### src/rtl/uart_pkg.sv
// Shared UART definitions: FSM state encoding, line levels and bit-timing helper.
// Imported by both the transmitter and the receiver.
package uart_pkg;

  typedef enum logic [1:0] {
    IDLE,
    START,
    DATA,
    STOP
  } uart_state_t;

  localparam logic UART_IDLE  = 1'b1;
  localparam logic UART_START = 1'b0;

  function automatic int cycles_per_bit(input int clk_hz, input int bit_rate);
    return clk_hz / bit_rate;
  endfunction

endpackage

### src/rtl/uart_bit_timer.sv
// Free-running bit-period counter; pulses bit_done_o on the last cycle of each bit.
// Held at zero while restart_i is high so the first bit after restart is full length.
module uart_bit_timer #(
  parameter int CYCLES_PER_BIT = 5000
) (
  input  logic clk,
  input  logic reset,
  input  logic restart_i,
  input  logic enable_i,
  output logic bit_done_o
);

  localparam int CW = (CYCLES_PER_BIT > 1) ? $clog2(CYCLES_PER_BIT) : 1;
  localparam logic [CW-1:0] LAST = CW'(CYCLES_PER_BIT - 1);

  logic [CW-1:0] cnt_q, cnt_d;
  logic          at_last;

  assign at_last    = (cnt_q == LAST);
  assign bit_done_o = enable_i && !restart_i && at_last;

  always_comb begin
    cnt_d = cnt_q;
    if (restart_i)     cnt_d = '0;
    else if (enable_i) cnt_d = at_last ? '0 : cnt_q + 1'b1;
  end

  always_ff @(posedge clk or posedge reset) begin
    if (reset) cnt_q <= '0;
    else       cnt_q <= cnt_d;
  end

endmodule

### src/rtl/uart_tx.sv
// UART transmitter: start bit, PAYLOAD_BITS data bits LSB first, STOP_BITS stop bits.
// The serial line and busy flag are both registered outputs.
module uart_tx
  import uart_pkg::*;
#(
  parameter int BIT_RATE     = 9600,
  parameter int CLK_HZ       = 48000000,
  parameter int PAYLOAD_BITS = 8,
  parameter int STOP_BITS    = 1
) (
  input  logic                    clk,
  input  logic                    reset,
  input  logic                    uart_tx_en,
  input  logic [PAYLOAD_BITS-1:0] uart_tx_data,
  output logic                    uart_tx_busy,
  output logic                    uart_txd
);

  localparam int CPB = cycles_per_bit(CLK_HZ, BIT_RATE);
  localparam int IW  = $clog2(PAYLOAD_BITS + 1);
  localparam logic [IW-1:0] LAST_DATA = IW'(PAYLOAD_BITS - 1);
  localparam logic [IW-1:0] LAST_STOP = IW'(STOP_BITS - 1);

  uart_state_t             state_q, state_d;
  logic [PAYLOAD_BITS-1:0] sr_q, sr_d;
  logic [IW-1:0]           idx_q, idx_d;
  logic                    txd_q, txd_d;
  logic                    busy_q, busy_d;
  logic                    bit_done;

  // Timer is parked in IDLE, so counting starts from zero on the acceptance edge.
  uart_bit_timer #(.CYCLES_PER_BIT(CPB)) u_timer (
    .clk       (clk),
    .reset     (reset),
    .restart_i (state_q == IDLE),
    .enable_i  (state_q != IDLE),
    .bit_done_o(bit_done)
  );

  always_comb begin
    state_d = state_q;
    sr_d    = sr_q;
    idx_d   = idx_q;
    txd_d   = txd_q;
    case (state_q)
      IDLE: begin
        txd_d = UART_IDLE;
        if (uart_tx_en) begin
          state_d = START;
          sr_d    = uart_tx_data;
          idx_d   = '0;
          txd_d   = UART_START;
        end
      end
      START: if (bit_done) begin
        state_d = DATA;
        txd_d   = sr_q[0];
      end
      DATA: if (bit_done) begin
        if (idx_q == LAST_DATA) begin
          state_d = STOP;
          idx_d   = '0;
          txd_d   = UART_IDLE;
        end else begin
          sr_d  = {1'b0, sr_q[PAYLOAD_BITS-1:1]};
          idx_d = idx_q + 1'b1;
          txd_d = sr_d[0];
        end
      end
      STOP: if (bit_done) begin
        if (idx_q == LAST_STOP) begin
          state_d = IDLE;
          idx_d   = '0;
        end else begin
          idx_d = idx_q + 1'b1;
        end
      end
      default: state_d = IDLE;
    endcase
    busy_d = (state_d != IDLE);
  end

  always_ff @(posedge clk or posedge reset) begin
    if (reset) begin
      state_q <= IDLE;
      sr_q    <= '0;
      idx_q   <= '0;
      txd_q   <= UART_IDLE;
      busy_q  <= 1'b0;
    end else begin
      state_q <= state_d;
      sr_q    <= sr_d;
      idx_q   <= idx_d;
      txd_q   <= txd_d;
      busy_q  <= busy_d;
    end
  end

  assign uart_txd     = txd_q;
  assign uart_tx_busy = busy_q;

endmodule
### config.mk
export PLATFORM = sky130hd
export DESIGN_NAME = uart_tx
export DESIGN_NICKNAME = d
export VERILOG_FILES = /design/src/rtl/uart_pkg.sv /design/src/rtl/uart_bit_timer.sv /design/src/rtl/uart_tx.sv
export SDC_FILE = /design/constraint.sdc
export NUM_CORES = 1
export LEC_CHECK = 0
export CORE_MARGIN = 4
export CORE_UTILIZATION = 26
export CTS_BUF_LIST = sky130_fd_sc_hd__clkbuf_16
export CTS_CLUSTER_SIZE = 12
export DETAILED_ROUTE_END_ITERATION = 7
export PLACE_DENSITY = 0.48
export SLEW_MARGIN = 10
export SYNTH_ARGS = -nofsm -noshare
export SYNTH_HDL_FRONTEND = slang
export SYNTH_HIERARCHICAL = 1
export SYNTH_SLANG_ARGS = --single-unit
export TNS_END_PERCENT = 5
### constraint.sdc
create_clock -name clk -period 5.3 [get_ports clk]
set_input_delay 0.795 -clock clk [delete_from_list [all_inputs] [get_ports clk]]
set_output_delay 0.795 -clock clk [all_outputs]
set_load 0.005 [all_outputs]
==> reports/summary.txt <==
ANT cells -> 0
Global-route wire length before repair -> 6630 um
Die Wd -> 91.48 um
Yosys top cell by area -> dfrtp_1
Critical Path Sink Type -> flop
Synth Register Bits -> 29
CTS resizes -> 0
Slew HR -> 0.4691
Leak -> 0.9022 nW
Starting DRT DRC Count -> 138
Port buffer count -> 12
Area growth, synth to finish -> 17.27%
Grt total ovfl -> 0
CP Cell Sequence -> inv_1, ha_1, inv_1, nand2b_1, nor2_1, mux2_4, and3_4, nor2_1, a21oi_2
F_max -> 393.9 MHz
Clock Latency Late Sink -> 0.27 ns
First-pass DRT Iterations -> 4
Synth Instances -> 192
CP Launch Type -> flop
RSZ-0062 raised after global routing -> no
Status -> finished clean
GPL Wtd Cong -> 0.7671
CTS tree -> done
Worst Tran Pin Value -> 0.7963 ns
Depth of the CTS H-tree -> 2
Non-filler instance count after layout -> 299
DRT Wirelength -> 3806 um
Layout cells sized above 1 -> 0.1429
Max-cap viol count -> 0
Crit Path Max Fanout -> 16
Initial antenna violation count -> 0
Clk root buf -> clkbuf_16
Period utilization -> 0.4790
Synth area leaders -> dfrtp_1 39%, ha_1 4.8%, mux2i_1 4.4%
CP bufs+invs -> 2
Die H -> 91.48 um
Critical path's top delay family -> simple AND/OR/NAND/NOR gates
DIE AREA -> 8368 um2
Initial Util -> 0.2667
Max stage delay cell, worst path -> ha_1
Pin count of the biggest net entering global routing -> 18
WS Path Type -> flop to flop
Setup TNS -> 0 ns
Placed instance count -> 291
IO Pins -> 13
Sequential area share after synthesis -> 0.4012
Clk slew on worst S/H paths -> 0.05 ns
Max-slew violation count -> 0
Vias per cell -> 4.719
Net Count, Synth -> 210
Asr flop ratio synth -> 1.000
DR vias -> 1411
Vias in the first global route -> 1411
EDFF count, synth -> 0
Yosys warns -> 6
Worst VDD drop -> 0.0001232 V
Unique cell type count in the Yosys netlist -> 59
CP peak stage delay -> 0.49 ns
Core area -> 6794 um2
Post-CTS setup buffer count -> 0
Wire length per cell -> 12.73 um
Worst EP arrival -> 2.69 ns
Final min period -> 2.539 ns
WP data required -> 5.45 ns
# setup viols final -> 0
HPWL after DPL -> 2734 um
CTS max path bufs -> 2
Fillers -> 728
Syn_area_per_cell -> 9.436 um2
Nets -> 220
Top cell type's share of synthesized area -> 0.3867
Post-DRT Antenna Nets -> 0
Clk sinks -> 29
PD cells -> 237.7 nW/um2
CTS Buf Count -> 5
Post-Syn Area -> 1812 um2
Final Hold Fails -> 0
FP Rows -> 30
DRC violations left -> 0
Post-CTS Hold Fix Bufs -> 0
HP Class -> flop to flop
Global Route Usage Sum -> 0.09740
Predominant post-synthesis flop cell -> dfrtp_1
Setup Skew -> 0.005015 ns
-- flip-flops by register name (all words and copies together), names as in the netlist --
signal	cells
idx_q	4
sr_q	8
state_q	2
u_timer/cnt_q	13
uart_tx_busy	1
uart_txd	1
-- logic make-up (layout without fill, tap and decap cells) --
| kind of cell | Yosys count | count (layout) | share of synthesized area |
|---|---|---|---|
| AND/OR/NAND/NOR | 81 | 81 | 0.2548 |
| AO/OA/AOI/OAI | 43 | 43 | 0.1692 |
| flip-flops | 29 | 29 | 0.4012 |
| buffers and inverters | 20 | 31 | 0.05939 |
| multiplexers | 9 | 9 | 0.05249 |
| adder cells (fa/ha/maj) | 7 | 7 | 0.04834 |
| XOR/XNOR | 3 | 3 | 0.01451 |
-- layer usage --
layer,global-route usage,wire [um],vias to the layer above
li1,-,-,713
met1,0.1369,1987,660
met2,0.1351,1562,29
met3,0.02486,156,9
met4,0.05151,99,0
met5,0,0,-
-- metrics by stage --
stage	worst slack [ns]	hold WS, ns	instance area (um2)	total power, mW	util
final	2.761	0.5007	2125	0.5050	0.3127
after global routing	2.514	0.5421	2125	0.5250	0.3127
after CTS	2.761	0.5047	2125	0.5144	0.3127
after detailed placement	2.764	0.4794	1986	0.2412	0.2923
after global placement	2.834	0.4877	1986	0.2414	0.2923
after floorplan	2.944	0.4663	1812	0.2312	-
-- final timing paths --
path / to / slack [ns] / depth (start not counted) / from
max in group asynchronous: state_q[0]$_DFF_PP0_ / 3.93 / 2 / reset
worst max register to register: sr_q[3]$_DFFE_PP0P_ / 2.76 / 9 / state_q[1]$_DFF_PP0_
worst min-delay path: uart_txd$_DFFE_PP1P_ / 0.50 / 2 / uart_txd$_DFFE_PP1P_
min in group asynchronous: u_timer/cnt_q[8]$_DFFE_PP0P_ / 0.89 / 2 / reset
worst min register to register: uart_txd$_DFFE_PP1P_ / 0.50 / 2 / uart_txd$_DFFE_PP1P_
worst max-delay path: sr_q[3]$_DFFE_PP0P_ / 2.76 / 9 / state_q[1]$_DFF_PP0_
-- synth_stat cells (2+ instances only) --
library cell	number
a21oi_2	7
buf_2	2
a21oi_1	3
o31ai_1	3
clkbuf_1	3
nand2_1	19
o21ai_1	2
nor2_2	2
mux2i_1	8
nand4b_1	2
nor3_1	3
a31o_1	2
buf_6	2
and3_1	2
nand3_1	15
ha_1	7
o22ai_1	2
o21ai_0	10
dfrtp_1	28
nand4_1	3
inv_1	11
xor2_1	2
nand3b_1	2
nand2b_1	3
or4b_1	2
nor2_1	13
a22oi_1	2
-- cell usage in the layout, fill, tap and decap left out, drive strengths merged, types with 7 or more instances in the layout --
master         instances
dfrtp                 28
nand3                 16
nand2                 19
mux2i                  8
ha                     7
nor2                  15
inv                   12
a21oi                 10
clkdlybuf4s50         12
o21ai                 13
-- worst register-to-register path: cells and delay by family, from the launching register on --
| family | cells | cell delay (ns) |
|---|---|---|
| compound gates | 1 | 0.04 |
| fa+ha+maj | 1 | 0.49 |
| buf+inv | 2 | 0.36 |
| flops | 1 | 0.41 |
| mux | 1 | 0.27 |
| simple gates | 4 | 0.84 |
-- where the power goes --
part           internal, mW  switching [mW]
sequential            0.222               0
clock                 0.170          0.0980
combinational       0.00763         0.00756
total                 0.399           0.106
-- area by class of cell --
| cell class | count | area, um2 | share of cell area |
|---|---|---|---|
| multi-input cells | 143 | 977.2 | 0.4600 |
| flip-flops and latches | 29 | 726.9 | 0.3422 |
| clock buffers | 5 | 125.1 | 0.05889 |
| repair buffers | 12 | 120.1 | 0.05654 |
| well taps | 96 | 120.1 | 0.05654 |
| inverters | 11 | 41.29 | 0.01943 |
| clock inverters | 3 | 13.76 | 0.006478 |
No activity file was read; power rests on OpenSTA's default activity.
